<file path="config.mk">
export PLATFORM = sky130hd
export DESIGN_NAME = des_ip_loader
export DESIGN_NICKNAME = d
export VERILOG_FILES = /design/src/rtl/des_pkg.sv /design/src/rtl/des_ip_perm.sv /design/src/rtl/des_ip_loader.sv
export SDC_FILE = /design/constraint.sdc
export NUM_CORES = 1
export LEC_CHECK = 0
export ABC_CLOCK_PERIOD_IN_PS = 2750
export CAP_MARGIN = 20
export CELL_PAD_IN_SITES_DETAIL_PLACEMENT = 0
export CELL_PAD_IN_SITES_GLOBAL_PLACEMENT = 1
export CORE_MARGIN = 8
export CORE_UTILIZATION = 30
export CTS_CLUSTER_DIAMETER = 30
export DETAILED_ROUTE_END_ITERATION = 8
export PLACE_DENSITY = 0.58
export SYNTH_ARGS = -nofsm -noshare
export SYNTH_HDL_FRONTEND = slang
export SYNTH_SLANG_ARGS = --single-unit
</file>
<file path="constraint.sdc">
create_clock -name clk -period 2.75 [get_ports clk]
set_input_delay 0.55 -clock clk [delete_from_list [all_inputs] [get_ports clk]]
set_output_delay 0.55 -clock clk [all_outputs]
set_load 0.01 [all_outputs]
</file>
<file path="src/rtl/des_pkg.sv">
// Shared DES datapath constants plus the Initial Permutation and its inverse,
// so the final-permutation stage and its tests can run round-trip checks.
package des_pkg;

  localparam int BLOCK_W = 64;
  localparam int HALF_W  = 32;

  // Input bit 8k+j goes to output bit IP_BASE[j]-k.
  localparam int IP_BASE [8] = '{39, 7, 47, 15, 55, 23, 63, 31};

  function automatic logic [BLOCK_W-1:0] ip_perm(input logic [BLOCK_W-1:0] x);
    logic [BLOCK_W-1:0] y;
    y = '0;
    for (int k = 0; k < 8; k++) begin
      for (int j = 0; j < 8; j++) begin
        y[IP_BASE[j]-k] = x[8*k+j];
      end
    end
    return y;
  endfunction

  function automatic logic [BLOCK_W-1:0] fp_perm(input logic [BLOCK_W-1:0] y);
    logic [BLOCK_W-1:0] x;
    x = '0;
    for (int k = 0; k < 8; k++) begin
      for (int j = 0; j < 8; j++) begin
        x[8*k+j] = y[IP_BASE[j]-k];
      end
    end
    return x;
  endfunction

  function automatic int cnt_width(input int beats);
    return (beats > 1) ? $clog2(beats) : 1;
  endfunction

endpackage

</file>
<file path="src/rtl/des_ip_perm.sv">
// Initial Permutation as pure wiring; no logic, only a fixed bit shuffle.
module des_ip_perm
  import des_pkg::*;
(
  input  logic [BLOCK_W-1:0] blk,
  output logic [BLOCK_W-1:0] perm
);

  for (genvar gi = 0; gi < 8; gi++) begin : g_byte
    for (genvar gj = 0; gj < 8; gj++) begin : g_bit
      assign perm[IP_BASE[gj]-gi] = blk[8*gi+gj];
    end
  end

endmodule

</file>
<file path="src/rtl/des_ip_loader.sv">
// DES front end: assembles IN_W-bit words into 64-bit blocks, applies IP and
// holds L0/R0 in a valid/ready output register. Optional flush: DES_IP_FLUSH_EN.
module des_ip_loader
  import des_pkg::*;
#(
  parameter int IN_W = 8
) (
`ifdef DES_IP_FLUSH_EN
  input  logic              flush,
`endif
  input  logic              clk,
  input  logic              rst_n,
  input  logic              in_valid,
  output logic              in_ready,
  input  logic [IN_W-1:0]   in_data,
  output logic              out_valid,
  input  logic              out_ready,
  output logic [HALF_W-1:0] l_out,
  output logic [HALF_W-1:0] r_out,
  output logic              busy
);

  localparam int BEATS = BLOCK_W / IN_W;
  localparam int CNT_W = cnt_width(BEATS);

  logic [CNT_W-1:0]   count_reg, count_next;
  logic [BLOCK_W-1:0] asm_reg, asm_next;
  logic [BLOCK_W-1:0] out_reg, out_next;
  logic               out_valid_reg, out_valid_next;
  logic [BLOCK_W-1:0] block, perm;
  logic               last_beat, in_xfer, out_xfer, flush_req;

`ifdef DES_IP_FLUSH_EN
  assign flush_req = flush;
`else
  assign flush_req = 1'b0;
`endif

  assign last_beat = (count_reg == CNT_W'(BEATS - 1));
  assign out_xfer  = out_valid_reg && out_ready;
  // Only the closing beat can stall; earlier beats keep assembling behind a held output.
  assign in_ready  = !flush_req && !(last_beat && out_valid_reg && !out_ready);
  assign in_xfer   = in_valid && in_ready;

  // Full block as it would stand after this beat, MSB word first.
  assign block = (asm_reg << IN_W) | BLOCK_W'(in_data);

  des_ip_perm u_perm (
    .blk  (block),
    .perm (perm)
  );

  always_comb begin
    count_next     = count_reg;
    asm_next       = asm_reg;
    out_next       = out_reg;
    out_valid_next = out_valid_reg;
    if (flush_req) begin
      count_next = '0;
      asm_next   = '0;
    end else if (in_xfer) begin
      asm_next   = block;
      count_next = last_beat ? '0 : count_reg + CNT_W'(1);
    end
    // A new block loading on the same edge as a consume keeps out_valid high.
    if (in_xfer && last_beat) begin
      out_next       = perm;
      out_valid_next = 1'b1;
    end else if (out_xfer) begin
      out_valid_next = 1'b0;
    end
  end

  always_ff @(posedge clk or negedge rst_n) begin
    if (!rst_n) begin
      count_reg     <= '0;
      asm_reg       <= '0;
      out_reg       <= '0;
      out_valid_reg <= 1'b0;
    end else begin
      count_reg     <= count_next;
      asm_reg       <= asm_next;
      out_reg       <= out_next;
      out_valid_reg <= out_valid_next;
    end
  end

  assign out_valid = out_valid_reg;
  assign l_out     = out_reg[BLOCK_W-1:HALF_W];
  assign r_out     = out_reg[HALF_W-1:0];
  assign busy      = (count_reg != '0);

endmodule

</file>
==> Yosys cells after proc, flatten, opt, wreduce, memory -nomap -nowiden <==
Index checks and enable logic that the tools add are counted.
{ "classes": {"n_mux": 3, "eq_ne": 1, "bitwise": 1, "n_addsub": 1, "reduce_logical": 9} }
{ "ops": {"columns": ["op", "n"], "rows": [
  ["bitwise OR 64 x 8 -> 64 bit", 1],
  ["logical AND 1 bit", 5],
  ["adder 3 x 1 -> 3 bit, second input constant", 1],
  ["== test 3 bit, second input constant", 1],
  ["two-way mux 3 bit", 1],
  ["nonzero test 3 bit", 1],
  ["zero test 1 bit", 2],
  ["two-way mux 1 bit", 2],
  ["nonzero test 2 bit", 1]
]} }
{ "totals": {"out_inout_bits": 67, "ff_bits": 124, "wordCells": 19} }

==> Longest topological paths before layout <==
Gate-level depths: netlist (run 1).
{ "depth": {"word_depth": 7, "ltp_mapped": 7, "mapped_depth_nobuf": 5} }

==> Modules after synthesis <==
A second synthesis (run 1) with hierarchy kept.
{ "hier_totals": {"hier_cells": 337, "area_unflattened_um2": 5237.5} }
{ "modules_own_cells": {"columns": ["module", "area_per_inst_um2", "seq_area_each_um2", "cells_each", "instances"], "rows": [
  ["des_ip_loader", 4757.1, 3103.0, 273, 1],
  ["des_ip_perm", 480.5, 0.0, 64, 1]
]} }

==> Worst setup path before layout (run 1) <==
OpenSTA, ideal clock, no wires.
{ "synth_timing": {"path_kind": "flip-flop to flip-flop", "from": "register count_reg[0]", "to": "register asm_reg[29]", "synth_period_minus_slack_ns": 1.716, "stages_incl_launch_ff": 8, "arrival_ns": 1.590, "path_buffers": 2, "t_required_ns": 2.625, "path_slack_ns": 1.034, "cell_sequence": "dfrtp_1 ha_1 ha_1 nand3b_2 nand2_2 buf_6 buf_12 mux2_4"} }
{ "synth_via": {"elab_chain_cells": 5} }
{ "synth_lines": {"columns": ["element", "line", "rtl"], "rows": [
  ["from (decl)", "des_ip_loader.sv:26", "logic [CNT_W-1:0] count_reg, count_next;"],
  ["from (signal assigned)", "des_ip_loader.sv:81", "count_reg <= count_next;"],
  ["== test 3 bit", "des_ip_loader.sv:39", "assign last_beat = (count_reg == CNT_W'(BEATS - 1));"],
  ["logical AND 1 bit (2 in series)", "des_ip_loader.sv:42", "assign in_ready = !flush_req && !(last_beat && out_valid_reg && !out_ready);"],
  ["zero test 1 bit", "des_ip_loader.sv:42", null],
  ["net in_ready", "des_ip_loader.sv:14", "output logic in_ready,"],
  ["logical AND 1 bit", "des_ip_loader.sv:43", "assign in_xfer = in_valid && in_ready;"],
  ["to (signal assigned)", "des_ip_loader.sv:82", "asm_reg <= asm_next;"],
  ["to (decl)", "des_ip_loader.sv:27", "logic [BLOCK_W-1:0] asm_reg, asm_next;"]
]} }
The timed path passes the listed nets, and every way through them passes these cells.
A chain may end at the register's enable or synchronous reset.

==> Worst setup path after layout (run 1) <==
{ "layout_timing": {"from": "register count_reg[0]", "to": "output port in_ready"} }
{ "layout_via": {"elab_chain_cells": 4} }
{ "layout_lines": {"columns": ["element", "line"], "rows": [
  ["== test 3 bit", "des_ip_loader.sv:39"],
  ["logical AND 1 bit (2 in series)", "des_ip_loader.sv:42"],
  ["zero test 1 bit", "des_ip_loader.sv:42"],
  ["to (decl)", "des_ip_loader.sv:14"]
]} }
Every way passes these cells.

==> results.toml, run 1 <==
[synthesis]
ys.warnings.count = 0
syn_inst = 272
yosysTopAreaCell = "dfrtp_1"
syn_avg_cell_area_sq_um = 18.5
synth_top_area_frac = 0.616
synth_seq_cells = 124
synth_area_leaders = "dfrtp_1 62%, mux2_4 21%, mux2_2 12%, buf_12 2.8%, ha_1 0.74%"
synth_area_sq_mm = 0.00504
ys_types = 15
yosysSeqAreaShare = 0.616
syn_nets = 287

[final_layout]
largest_reg_flops = 64
antennaDiodeCount = 0
fill_cells = 1473
final_cell_mix = "124 x dfrtp_1, 77 x clkdlybuf4s50_1, 69 x mux2_4, 53 x mux2_2, 17 x clkbuf_16"
layout_commonest_cell = "dfrtp_1"
syn_to_final_growth_pct = 31.3
drive_gt1_frac = 0.433
nets = 377

[timing]
hold_violations = 0
max_freq_mhz = 401
tightest_slew_ns = 0.531
final.setup.tns_ns = 0
rsz0062_at_grt = "false"
setup_viol = 0
slew_headroom = 0.646
skew_ns = 0.00708
period_needed_ns = 2.49
post-route-period-util = 0.907
finalMaxSlewViolations = 0

[placement]
place_hpwl_mm = 5.75
io_buffers = 78
routabilityCongestion = 0.642

[global_route]
grt_pass1_wl_mm = 15.5
globalRouteTotalUtil = 0.0928
grt_antenna_before_repair = 0
grt_max_degree = 60
grt_pass1_vias = 2773
overflow = 0

[setup_path]
path_common_cell = "ha_1"
critPathTopFamily = "buffers and inverters"
critical_path_class = "reg -> out"
reg2reg_slack_ns = 0.77
cp.required_ns = 2.20
slowest_stage = "clkdlybuf4s50_1"
arrival_ns = 1.94
cp_num_buf_inv = 1
cp-end-kind = "output pin"
rr_worst_depth = 6
r2r-start = "count_reg[0]"
path_cells = "ha_1, ha_1, nand3b_2, clkdlybuf4s50_1"
cp_max_fo = 4
slowest_delay_ns = 0.55
r2r_end = "out_reg[2]"
startpoint_type = "register"

[floorplan]
start_util = 0.305
dieArea_sq_mm = 0.0212
ios = 79
fp.dieH_microns = 146
core_area_sq_mm = 0.0165
die_w_microns = 146
num_rows = 47

[clock_network]
clkTransAtPathRegs_ns = 0.05
hold_buffers = 0
clk_path_buf_depth = 2
ctsResizeCount = 0
cts_tree = "done"
cts_setup_buffers = 0
cts_max_level = 4
cts_made_buffers = 17
cts_root_buf = "clkbuf_16"
clk_latency_ns = 0.41
clock-sinks = 124

[power]
sw_frac_of_total = 0.257
power_mw = 7.85
p_per_area_mw_per_mm2 = 1190
combPwrFrac = 0.323
pwr-share-seq = 0.385
intPower_mw = 5.83
power.switching_mw = 2.01
p_leak_nw = 2.90
ir_drop_mv = 0.428
clkPwrFrac = 0.292

[routing]
drtPass1Iterations = 4
ant_nets = 0
drt_iter0_drc = 81
avgViaCountPerCell = 4.19
drc = 0
vias = 2491
wire_per_inst_microns = 15.3
routed_wl_mm = 9.09

[min_path]
hold_path.class = "in -> async"

[run]
maxCapViolCount = 0

[status]
outcome = "finished clean"
[metal layers]
metal | track usage | vias up | wire (microns)
met5 | 0 | - | 0
met3 | 0.0395 | 18 | 535
li1 | - | 1139 | -
met4 | 0.0484 | 0 | 200
met2 | 0.136 | 58 | 4040
met1 | 0.115 | 1276 | 4320
[synth_stat cells]
cell type / number
inv_1: 2
mux2_2: 53
a22o_1: 1
nand2b_1: 2
nand3b_2: 1
ha_1: 3
nand2_2: 2
nor2_8: 1
and2b_4: 1
dfrtp_1: 124
buf_4: 4
buf_6: 1
nor2_1: 1
buf_12: 7
mux2_4: 69
[stage by stage]
step	utilization	setup slack, ns	hold WS (ns)	cell area (sq um)	instances
5_1_grt	0.401	0.170	0.150	6620	594
4_1_cts	0.401	0.215	0.116	6620	594
2_1_floorplan	-	1.03	0.254	5040	272
3_3_place_gp	0.364	0.423	0.484	6010	563
6_report	0.401	0.256	0.100	6620	594
3_5_place_dp	0.364	0.404	0.491	6010	563
[worst max path at each step]
| stage | start | endpoint | slack [ns] | cells after the start |
|---|---|---|---|---|
| floorplan | count_reg[0] | asm_reg[29] | 1.03 | 7 |
| global placement | in_valid | out_reg[63] | 0.42 | 5 |
| detailed placement | out_ready | out_reg[2] | 0.40 | 5 |
| CTS | count_reg[0] | in_ready | 0.22 | 4 |
| global route | count_reg[0] | in_ready | 0.17 | 4 |
| finish | count_reg[0] | in_ready | 0.26 | 4 |
[power by group through the flow]
stage	Clock (mW)	Combinational, mW	Sequential (mW)
6_report	2.29	2.54	3.02
3_5_place_dp	0	2.58	3.06
3_3_place_gp	0	2.55	3.05
2_1_floorplan	0	1.22	3.16
5_1_grt	2.43	2.72	3.13
4_1_cts	2.36	2.60	3.04
[kinds of logic (layout without fill, tap and decap cells)]
family                     count (synthesis)  in the layout  synth area share
DFF                                      124            124             0.616
and+or+nand+nor                            8              8            0.0139
adders and majority gates                  3              3           0.00745
buffers and inverters                     14            116            0.0375
muxes                                    122            122             0.324
AOI/OAI and AO/OA                          1              1           0.00174
[final cells by class]
cell class | count | area (sq um) | share of cell area
Sequential cell | 124 | 3100 | 0.469
Clock buffer | 24 | 502 | 0.0758
Inverter | 2 | 7.51 | 0.00113
Tap cell | 220 | 275 | 0.0416
Multi-Input combinational cell | 134 | 1750 | 0.265
Timing Repair Buffer | 83 | 870 | 0.131
Clock inverter | 7 | 110 | 0.0166
No activity file was read; power rests on OpenSTA's default activity.
==> inputs of run 2 (changes only) <==
Settings changed: CTS_CLUSTER_SIZE set to 24, MAX_ROUTING_LAYER set to met4, SKIP_CTS_REPAIR_TIMING set to 1.
==> run 2 against run 1 <==
Sequential share of layout area unchanged. Sequential power about the same. First-iteration DRC count down 6.2%. Die area unchanged. Register-to-register slack about the same. Fmax about the same. Final area unchanged. Total power about the same. Count of clock-buffer cells in the layout unchanged. Clock power about the same. Sequential cell count unchanged. Global-route usage up 0.27 points. Largest power group unchanged.
==> results.toml, run 2 (synthesized netlist as in run 1, its figures left out) <==
[floorplan]
num_rows = 47
fp.dieH_microns = 146
dieArea_sq_mm = 0.0212
core_area_sq_mm = 0.0165
ios = 79
start_util = 0.305
die_w_microns = 146

[global_route]
grt_pass1_wl_mm = 15.4
use_met2 = 0.136
grt.busiest_layer = "met2"
grt_pass1_vias = 2772
grt_util_met3 = 0.0361
met1_usage = 0.116
globalRouteTotalUtil = 0.0955
overflow = 0
grt_antenna_before_repair = 0
grt_max_degree = 60

[timing]
rsz0062_at_grt = "false"
slew_headroom = 0.646
hold_violations = 0
post-route-period-util = 0.907
setup_viol = 0
max_freq_mhz = 401
tightest_slew_ns = 0.531
setup_ws_ns = 0.256
period_needed_ns = 2.49
final.setup.tns_ns = 0
skew_ns = 0.00707
finalMaxSlewViolations = 0

[run]
maxCapViolCount = 0

[clock_network]
cts_max_level = 4
cts_made_buffers = 17
cts_root_buf = "clkbuf_16"
cts_tree = "done"
clkTransAtPathRegs_ns = 0.05
clock-sinks = 124
clk_latency_ns = 0.41
clk_path_buf_depth = 2

[placement]
place_hpwl_mm = 5.75
pre_cts_ws_ns = 0.404
io_buffers = 78
routabilityCongestion = 0.646

[setup_path]
cp_num_buf_inv = 1
critPathTopFamily = "buffers and inverters"
critPathCapture = "in_ready"
rr_worst_depth = 6
reg2reg_slack_ns = 0.77
r2r_end = "out_reg[2]"
cp_max_fo = 4
path_cells = "ha_1, ha_1, nand3b_2, clkdlybuf4s50_1"
path_common_cell = "ha_1"
startpoint_type = "register"
slowest_delay_ns = 0.55
critical_path_class = "reg -> out"
arrival_ns = 1.94
startpoint = "count_reg[0]"
cp.required_ns = 2.20
cp-end-kind = "output pin"
cp.depth = 4
r2r-start = "count_reg[0]"
slowest_stage = "clkdlybuf4s50_1"

[final_layout]
final_cell_mix = "124 x dfrtp_1, 77 x clkdlybuf4s50_1, 69 x mux2_4, 53 x mux2_2, 17 x clkbuf_16"
regArea_sq_mm = 0.00310
antennaDiodeCount = 0
syn_to_final_growth_pct = 31.3
nets = 377
drive_gt1_frac = 0.433
layout_commonest_cell = "dfrtp_1"
multi_input_area_sq_mm = 0.00175
largest_reg_flops = 64
fill_cells = 1473

[routing]
avgViaCountPerCell = 4.18
drt_iter0_drc = 76
drtPass1Iterations = 4
wire_per_inst_microns = 15.3
routed_wl_mm = 9.07
drc = 0
ant_nets = 0
vias = 2481

[power]
p_per_area_mw_per_mm2 = 1180
p_leak_nw = 2.90
ir_drop_mv = 0.427

[status]
outcome = "finished clean"

[min_path]
hold_path.class = "in -> async"
run 2: worst min-delay path by stage:
stage / from / end
after global routing: rst_n / out_reg[24]
after CTS: rst_n / asm_reg[55]
after global placement: asm_reg[55] / out_reg[24]
final: rst_n / out_reg[26]
after floorplan: rst_n / asm_reg[0]
after detailed placement: asm_reg[49] / out_reg[0]
run 2: stage by stage:
stage / util / total power, mW / hold slack, ns / cell area, sq um / instances
2_1_floorplan: - / 4.38 / 0.254 / 5040 / 272
3_3_place_gp: 0.364 / 5.60 / 0.484 / 6010 / 563
3_5_place_dp: 0.364 / 5.64 / 0.491 / 6010 / 563
4_1_cts: 0.401 / 8.00 / 0.116 / 6620 / 594
5_1_grt: 0.401 / 8.28 / 0.150 / 6620 / 594
6_report: 0.401 / 7.84 / 0.101 / 6620 / 594
run 2: power by group:
| group | internal (mW) | switching (mW) |
|---|---|---|
| registers | 2.55 | 0.464 |
| clock network | 1.53 | 0.755 |
| logic | 1.75 | 0.791 |
run 2: worst register-to-register path, delay by kind of cell, from the launching register on:
kind / cells / cell delay, ns
flip-flops: 1 / 0.40
multiplexers: 1 / 0.38
adder cells (fa/ha/maj): 2 / 0.38
buffers and inverters: 1 / 0.29
AND/OR/NAND/NOR: 2 / 0.43
run 2: final cells by class:
class	count	share of cell area
well taps	220	0.0416
inverters	2	0.00113
repair buffers	83	0.131
flip-flops and latches	124	0.469
clock buffers	24	0.0758
multi-input cells	134	0.265
clock inverters	7	0.0166
run 2: metal layers:
layer | share of wire | up-vias
li1 | - | 1139
met1 | 0.48 | 1266
met2 | 0.44 | 58
met3 | 0.049 | 18
met4 | 0.022 | 0
met5 | 0 | -
==> inputs of run 3 (changes only) <==
Settings changed: CELL_PAD_IN_SITES_DETAIL_PLACEMENT 0 to 1, PLACE_DENSITY 0.58 to 0.59, SYNTH_HIERARCHICAL set to 1.
==> run 3 against run 2 <==
Critical path depth unchanged. Synthesized cell count up 24%. Non-clock buffer count is 1 lower. Cell count up 1.0%. Fmax down 0.28%. Via count up 2.8%. Count of clock-buffer cells in the layout up 1. Core utilization fell by 3.0 points. Total power down 2.6%. Worst hold slack improved by 0.11 ns. Sequential share of layout area is 1.9 points higher. Combinational power shrank 11%. Largest cell class unchanged. Largest power group unchanged.
==> results.toml, run 3 <==
[status]
outcome = "finished clean"

[timing]
tightest_slew_ns = 0.739
finalMaxSlewViolations = 0
max_freq_mhz = 400
post-route-period-util = 0.909
final.setup.tns_ns = 0
setup_viol = 0
slew_headroom = 0.507
holdWs_ns = 0.215
period_needed_ns = 2.50
hold_violations = 0
rsz0062_at_grt = "false"
skew_ns = 0.00471

[run]
maxCapViolCount = 0

[synthesis]
syn_avg_cell_area_sq_um = 15.5
syn_inst = 337
synth_area_sq_mm = 0.00524
yosysMostFrequentCell = "dfrtp_1"
syn_nets = 352
synth_ff_type = "dfrtp_1"
yosysSeqAreaShare = 0.592
synth_area_leaders = "dfrtp_1 59%, mux2_1 13%, mux2_2 13%, buf_4 9.6%, buf_8 2.3%"
async_reset_ff_frac = 1.00
ys.warnings.count = 6
ys_types = 15
synth_top_area_frac = 0.592
synth_edf_count = 0
yosysTopAreaCell = "dfrtp_1"
synth_seq_cells = 124
ys_top_cells_by_count = "124 x dfrtp_1, 67 x buf_4, 61 x mux2_1, 61 x mux2_2, 8 x buf_8"

[floorplan]
num_rows = 48
fp.dieH_microns = 148
start_util = 0.305
ios = 79
die_w_microns = 148
core_area_sq_mm = 0.0172
dieArea_sq_mm = 0.0219

[power]
pwr-share-seq = 0.399
intPower_mw = 5.60
sw_frac_of_total = 0.267
power_mw = 7.64
power.switching_mw = 2.04
clkPwrFrac = 0.307
p_per_area_mw_per_mm2 = 1200
combPwrFrac = 0.294
p_leak_nw = 2.69
ir_drop_mv = 0.423

[clock_network]
clk_path_buf_depth = 2
cts_root_buf = "clkbuf_16"
clock-sinks = 124
clk_latency_ns = 0.41
cts_max_level = 4
clkTransAtPathRegs_ns = 0.05
cts_tree = "done"
cts_made_buffers = 17

[placement]
dpl_cell_area_sq_mm = 0.00574
place_hpwl_mm = 5.76
io_buffers = 78
routabilityCongestion = 0.632

[setup_path]
cp_max_fo = 4
rr_worst_depth = 6
critical_path_class = "reg -> out"
arrival_ns = 1.95
cp-end-kind = "output pin"
cp.required_ns = 2.20
startpoint_type = "register"

[final_layout]
final_area_sq_mm = 0.00636
drive_gt1_frac = 0.261
syn_to_final_growth_pct = 21.5
largest_reg_flops = 64
fill_cells = 1804
nets = 377
final_cell_mix = "124 x dfrtp_1, 77 x clkdlybuf4s50_1, 61 x mux2_2, 61 x mux2_1, 17 x clkbuf_16"
antennaDiodeCount = 0
layout_commonest_cell = "dfrtp_1"
final_util = 0.370

[routing]
drc = 0
drtPass1Iterations = 4
wire_per_inst_microns = 15.1
routed_wl_mm = 9.03
drt_iter0_drc = 77
avgViaCountPerCell = 4.25
vias = 2550
ant_nets = 0

[global_route]
grt_max_degree = 65
grt_pass1_wl_mm = 15.4
overflow = 0
globalRouteTotalUtil = 0.0941
grt_pass1_vias = 2872
grt_antenna_before_repair = 0

[min_path]
hold_path.class = "in -> async"
run 3: changes by cell type after synthesis, sizes merged:
| cell | delta |
|---|---|
| inv | +1 |
| a31oi | +1 |
| a22o | -1 |
| a21oi | +1 |
| nor2 | -1 |
| buf | +64 |
run 3: logic make-up after synthesis:
| family | after synthesis | share of synthesized area |
|---|---|---|
| buffers and inverters | 79 | 0.123 |
| adder cells (fa/ha/maj) | 3 | 0.00717 |
| AO/OA/AOI/OAI | 2 | 0.00215 |
| multiplexers | 122 | 0.262 |
| flip-flops | 124 | 0.592 |
| AND/OR/NAND/NOR | 7 | 0.0127 |
run 3: worst max-delay path: stages (launching register included):
cell	delay (ns)
dfrtp_1	0.41
ha_1	0.22
ha_1	0.24
nand3b_2	0.13
clkdlybuf4s50_1	0.55
run 3: final cells by class:
cell class                 count  area [sq um]  share of cell area
tap                          225           282              0.0442
clock inverter                 7           135              0.0212
timing repair buffer          82           858               0.135
multi-input combinational    134          1490               0.234
clock buffer                  25           485              0.0763
inverter                       3          11.3             0.00177
sequential                   124          3100               0.488
run 3: worst paths after layout:
kind | start | end | slack [ns]
setup / recovery | count_reg[0] | in_ready | 0.25
hold / removal | rst_n | count_reg[2] | 0.21
setup reg to reg | count_reg[0] | out_reg[31] | 0.85
hold reg to reg | out_reg[18] | out_reg[18] | 0.48
max in group asynchronous | rst_n | asm_reg[29] | 1.88
min in group clk | out_reg[18] | out_reg[18] | 0.48
run 3: power by group through the flow:
stage / clock (mW) / sequential (mW) / combinational (mW)
6_report: 2.34 / 3.05 / 2.25
5_1_grt: 2.50 / 3.17 / 2.45
4_1_cts: 2.41 / 3.07 / 2.32
3_5_place_dp: 0 / 3.09 / 2.31
3_3_place_gp: 0 / 3.06 / 2.26
2_1_floorplan: 0 / 3.22 / 1.23
run 3: layer usage:
layer / vias up / global-route usage / wire (microns)
met2: 56 / 0.136 / 4400
met4: 0 / 0.0474 / 173
li1: 1142 / - / -
met1: 1338 / 0.109 / 3930
met3: 14 / 0.0425 / 533
met5: - / - / 0
run 3: through the flow:
stage               setup WS (ns)  cells
global placement            0.489    568
detailed placement          0.480    568
floorplan                    1.03    337
CTS                         0.203    600
finish                      0.249    600
global route                0.152    600
